File: config.mk
export PLATFORM = sky130hd
export DESIGN_NAME = key_onehot_debounce4
export DESIGN_NICKNAME = d
export VERILOG_FILES = /design/src/rtl/key_onehot_debounce4.sv
export SDC_FILE = /design/constraint.sdc
export NUM_CORES = 1
export LEC_CHECK = 0
export ABC_CLOCK_PERIOD_IN_PS = 3200
export BUFFER_PORTS_ARGS = -buffer_cell sky130_fd_sc_hd__buf_2
export CAP_MARGIN = 10
export CORE_MARGIN = 1.5
export CORE_UTILIZATION = 59
export DETAILED_ROUTE_END_ITERATION = 8
export GPL_TIMING_DRIVEN = 0
export PLACE_DENSITY = 0.87
export SYNTH_ARGS = -nofsm -noshare
export SYNTH_HDL_FRONTEND = slang
export SYNTH_SLANG_ARGS = --single-unit
File: constraint.sdc
create_clock -name clk -period 3.2 [get_ports clk]
set_input_delay 0.64 -clock clk [delete_from_list [all_inputs] [get_ports clk]]
set_output_delay 0.64 -clock clk [all_outputs]
set_load 0.05 [all_outputs]
File: src/rtl/key_onehot_debounce4.sv
// Four-key synchroniser + debouncer resolving to a one-hot drive for the 4-to-2 encoder.
// Build option: define KEY_SYNC_EN to insert the 2-flop synchroniser ahead of the debouncers.
module key_onehot_debounce4 #(
  parameter int unsigned DB_CNT = 16,
  parameter int unsigned CNT_W  = 8
) (
  input  logic       clk,
  input  logic       rst_n,
  input  logic [3:0] key_raw,
  output logic       d0,
  output logic       d1,
  output logic       d2,
  output logic       d3,
  output logic       valid,
  output logic       press,
  output logic       multi_err
);

  typedef enum logic [1:0] {
    IDLE,
    ACTIVE,
    LOCKOUT
  } state_t;

  logic [3:0] samp;

`ifdef KEY_SYNC_EN
  logic [3:0] sync1_q;
  logic [3:0] sync2_q;

  always_ff @(posedge clk) begin
    if (!rst_n) begin
      sync1_q <= '0;
      sync2_q <= '0;
    end else begin
      sync1_q <= key_raw;
      sync2_q <= sync1_q;
    end
  end

  assign samp = sync2_q;
`else
  assign samp = key_raw;
`endif

  logic [3:0]       stb_q, stb_d;
  logic [CNT_W-1:0] cnt_q [4];
  logic [CNT_W-1:0] cnt_d [4];

  // A sample matching the stable level restarts the count, so any bounce restarts debounce.
  always_comb begin
    stb_d = stb_q;
    cnt_d = cnt_q;
    for (int unsigned i = 0; i < 4; i++) begin
      if (samp[i] == stb_q[i]) begin
        cnt_d[i] = '0;
      end else if (cnt_q[i] == CNT_W'(DB_CNT - 1)) begin
        stb_d[i] = samp[i];
        cnt_d[i] = '0;
      end else begin
        cnt_d[i] = cnt_q[i] + CNT_W'(1);
      end
    end
  end

  always_ff @(posedge clk) begin
    if (!rst_n) begin
      stb_q <= '0;
      cnt_q <= '{default: '0};
    end else begin
      stb_q <= stb_d;
      cnt_q <= cnt_d;
    end
  end

  state_t     state_q, state_d;
  logic [3:0] sel_q, sel_d;
  logic       press_q, press_d;
  logic       err_q, err_d;
  logic       stb_any, stb_one;

  assign stb_any = (stb_q != '0);
  assign stb_one = stb_any && ((stb_q & (stb_q - 4'd1)) == '0);

  always_comb begin
    state_d = state_q;
    sel_d   = sel_q;
    press_d = 1'b0;
    err_d   = 1'b0;
    unique case (state_q)
      IDLE: begin
        if (stb_one) begin
          state_d = ACTIVE;
          sel_d   = stb_q;
          press_d = 1'b1;
        end else if (stb_any) begin
          state_d = LOCKOUT;
          err_d   = 1'b1;
        end
      end
      ACTIVE: begin
        // Rollover onto a still-held key is refused rather than auto-selected.
        if ((stb_q & sel_q) == '0) begin
          if (stb_any) begin
            state_d = LOCKOUT;
            err_d   = 1'b1;
          end else begin
            state_d = IDLE;
          end
        end
      end
      LOCKOUT: begin
        if (!stb_any) state_d = IDLE;
      end
      default: state_d = IDLE;
    endcase
  end

  always_ff @(posedge clk) begin
    if (!rst_n) begin
      state_q <= IDLE;
      sel_q   <= '0;
      press_q <= 1'b0;
      err_q   <= 1'b0;
    end else begin
      state_q <= state_d;
      sel_q   <= sel_d;
      press_q <= press_d;
      err_q   <= err_d;
    end
  end

  assign {d3, d2, d1, d0} = (state_q == ACTIVE) ? sel_q : 4'b0000;
  assign valid            = (state_q == ACTIVE);
  assign press            = press_q;
  assign multi_err        = err_q;

endmodule

==> key figures <==
Status
  – Status: finished clean

Critical path
  – Critical path capture point type: output port
  – Critical path type: reg2out
  – Worst R2R Setup Slack: 1.67 ns
  – Worst setup path startpoint: state_q[0]$_SDFFE_PN0P_
  – Crit path DAT: about 1.8 ns
  – Reg-to-reg startpoint: cnt_q[22]$_SDFF_PP0_
  – Max FO, Critical Path: 10
  – Setup crit end: d2
  – R2R depth: 3
  – CP startpoint kind: flip-flop
  – Worst Path Required: approximately 2.6 ns
  – Reg2Reg Capture Point: cnt_q[21]$_SDFF_PP0_

Synth
  – Syn avg cell area: 8.50 um2
  – XOR/XNOR Fraction of Synth Area: 0.0463
  – Async S/R FF share, synth: 0
  – Compound-Gate Fraction of Synth Area: 0.212
  – Top-area cell type share of the netlist area: 0.423
  – Adder-Cell Fraction of Synth Area: 0.0288
  – Dominant cells by area after synthesis: dfxtp_1 42%, a21oi_1 5.8%, or3_1 4.5%, o21ai_0 4.3%, nand3_1 3.6%
  – Synth Warn #: 0
  – Synthesized-area fraction occupied by and/or/nand/nor cells: 0.243
  – Yosys reg bits: 44
  – Largest family of logic cells by synthesized area: simple AND/OR/NAND/NOR gates
  – Top FF cell, synth: dfxtp_1
  – Seq/Total Area, Yosys: 0.423
  – Number of flops mapped to enable cells by yosys: 0
  – Mapped Area: between 2000 and 2500 um2
  – Synthesized Nets: approximately 260
  – Largest area contributor in the netlist: dfxtp_1
  – Post-synthesis mux area share: 0.00541
  – Gate Count Post-Synth: 245
  – Synth cell types: 40

Floorplan
  – Row count: 21
  – Initial core utilization: 0.619
  – Core region area: roughly 3400 um2
  – Die Area: 3890 um2
  – Die Ht: about 62 um
  – Io pins: 13
  – Chip Width: about 62 um

Routing
  – Routed WL: ~4.1 mm
  – Total number of vias: 1854
  – DR DRC count: 0
  – Via density: between 5 and 6
  – DR pass1 iterations: 5
  – 1st-iter DRT viols: between 150 and 200
  – ANT nets after route: 0
  – Routed length per instance: 13.3 um

Power and ir drop
  – Pwr Density: ~420 nW/um2
  – P_int: ~0.00075 W
  – Static Leakage: ~0.83 nW
  – Combinational power share: 0.031
  – Sequential share of power: 0.583
  – Psw: ~0.00021 W
  – Max VDD drop: roughly 0.27 mV
  – Sw frac: 0.217
  – Clk network pwr share: 0.386

Placement
  – Worst slack at placement: approximately 1.1 ns
  – Routability congestion estimate: roughly 0.87
  – Detailed placement HPWL: slightly below 3 mm
  – # port buffers: 12
  – Placed Instance Area: ~2200 um2

Layout
  – Diodes inserted: 0
  – Layout Utilization: 0.681
  – Footprint of the multi-input gates: between 1000 and 1500 um2
  – Design Area, Final: between 2000 and 2500 um2
  – Total area of sequential cells: 881 um2
  – Area Overhead vs Synth: 9.98%
  – Commonest non-fill, non-tap cell in the layout: dfxtp_1
  – Fraction of layout cells with a size suffix above 1: 0.109
  – Most frequent cells in the layout: 44 x dfxtp_1, 24 x a21oi_1, 18 x o21ai_0
  – Final #Nets: about 270
  – Layout fillers: between 200 and 300

Clocking
  – CTS clk-pin slew, worst paths: approximately 0.14 ns
  – Clock buffer count from CTS: 5
  – CTS H-tree lvls: 2
  – # hold bufs at CTS: 0
  – Clock root buffer: clkbuf_4
  – Max clock buf depth: 2
  – Post-CTS sizing: 0
  – CTS Sinks: 44
  – Post-CTS setup buffers: 0
  – CTS tree: yes
  – Clock Latency Late Sink: 0.37 ns

Global routing
  – Largest net degree at the start of global routing: 15
  – Total congestion overflow: 0
  – First-pass GRT wire length: between 7 and 8 mm
  – Vias in the first global route: between 1500 and 2000
  – Initial antenna violation count: 0
  – Aggregate global-route resource usage: 0.235

Timing
  – Clock skew: about 0.016 ns
  – Period minus WS final: 2.48 ns
  – Fin crit share: 0.775
  – Setup TNS Final: 0 ns
  – Max Slew Vio Count: 0
  – Final worst slack: approximately 0.72 ns
  – Max Clock Freq: a little over 400 MHz
  – Tightest Pin Transition: 0.490 ns
  – Setup Viol. Count Final: 0
  – Final hold violation count: 0
  – Worst rel slew slack: 0.673
  – RSZ-0062 raised after global routing: no
  – Hold_ws: 0.491 ns

Hold path
  – HP Class: reg2reg

Job
  – Max cap viols: 0
[Yosys cell counts, drive strengths merged, types with 2 or more instances]
cell    count
a31oi       7
a22oi       2
and3        3
nand2b      3
buf         5
a21oi      24
o211ai      6
nor3        6
and2        4
nor2       14
nor2b       3
ha          4
or4         5
o21ai      18
inv        10
a22o        4
nand4       5
clkbuf      3
or3        16
xnor2       5
nand2      14
nor4        5
a311oi      4
nand3      15
xor2        6
dfxtp      44
[state kept, by name (all words and copies together) (netlist names)]
signal     cells
cnt_q         32
multi_err      1
press          1
sel_q          4
state_q        2
stb_q          4
[power by group through the flow]
stage / Clock [W] / Sequential, W / Combinational (W)
3_5_place_dp: 0 / 0.000571 / 0.0000294
2_1_floorplan: 0 / 0.000570 / 0.0000195
6_report: 0.000370 / 0.000559 / 0.0000297
4_1_cts: 0.000380 / 0.000559 / 0.0000295
3_3_place_gp: 0 / 0.000570 / 0.0000288
5_1_grt: 0.000401 / 0.000560 / 0.0000334
[area by class of cell]
type / count / share of cell area
well taps: 46 / 0.0251
multi-input cells: 182 / 0.487
plain buffers: 8 / 0.0197
repair buffers: 12 / 0.0262
clock inverters: 2 / 0.0169
inverters: 11 / 0.0180
flip-flops and latches: 44 / 0.385
clock buffers: 6 / 0.0224
[metrics by stage]
stage / total power [W] / std cells
2_1_floorplan: 0.000589 / 245
3_3_place_gp: 0.000599 / 303
3_5_place_dp: 0.000600 / 303
4_1_cts: 0.000968 / 311
5_1_grt: 0.000994 / 311
6_report: 0.000958 / 311
[worst min-delay path by stage]
stage,start,end,slack (ns),cells past startpoint
3_5_place_dp,cnt_q[0]$_SDFF_PP0_,cnt_q[0]$_SDFF_PP0_,0.47,1
5_1_grt,cnt_q[16]$_SDFF_PP0_,cnt_q[16]$_SDFF_PP0_,0.52,1
2_1_floorplan,cnt_q[16]$_SDFF_PP0_,cnt_q[16]$_SDFF_PP0_,0.44,1
6_report,cnt_q[0]$_SDFF_PP0_,cnt_q[0]$_SDFF_PP0_,0.49,1
3_3_place_gp,cnt_q[16]$_SDFF_PP0_,cnt_q[16]$_SDFF_PP0_,0.46,1
4_1_cts,cnt_q[0]$_SDFF_PP0_,cnt_q[0]$_SDFF_PP0_,0.49,1
[metal layers]
metal  routed length [um]  vias up  part of all wire  GRT usage
met5                    0        -                 0          0
met3                  175        6             0.042     0.0613
li1                     -      953                 -          -
met4                   83        0             0.020      0.119
met2                 1950       41              0.47      0.418
met1                 1930      854              0.47      0.256
[logic make-up (layout without fill, tap and decap cells)]
group,count (synthesis),count (layout)
AO/OA/AOI/OAI,71,71
XOR/XNOR,11,11
adder cells (fa/ha/maj),5,5
buffers and inverters,19,39
flip-flops,44,44
multiplexers,1,1
AND/OR/NAND/NOR,94,94
[worst max-delay path, cell delays in order, from the launching register on]
cell      delay [ns]
dfxtp_1         0.35
clkbuf_1        0.36
nor2b_1         0.33
and2_1          0.17
buf_2           0.25
No activity file was read; power rests on OpenSTA's default activity.
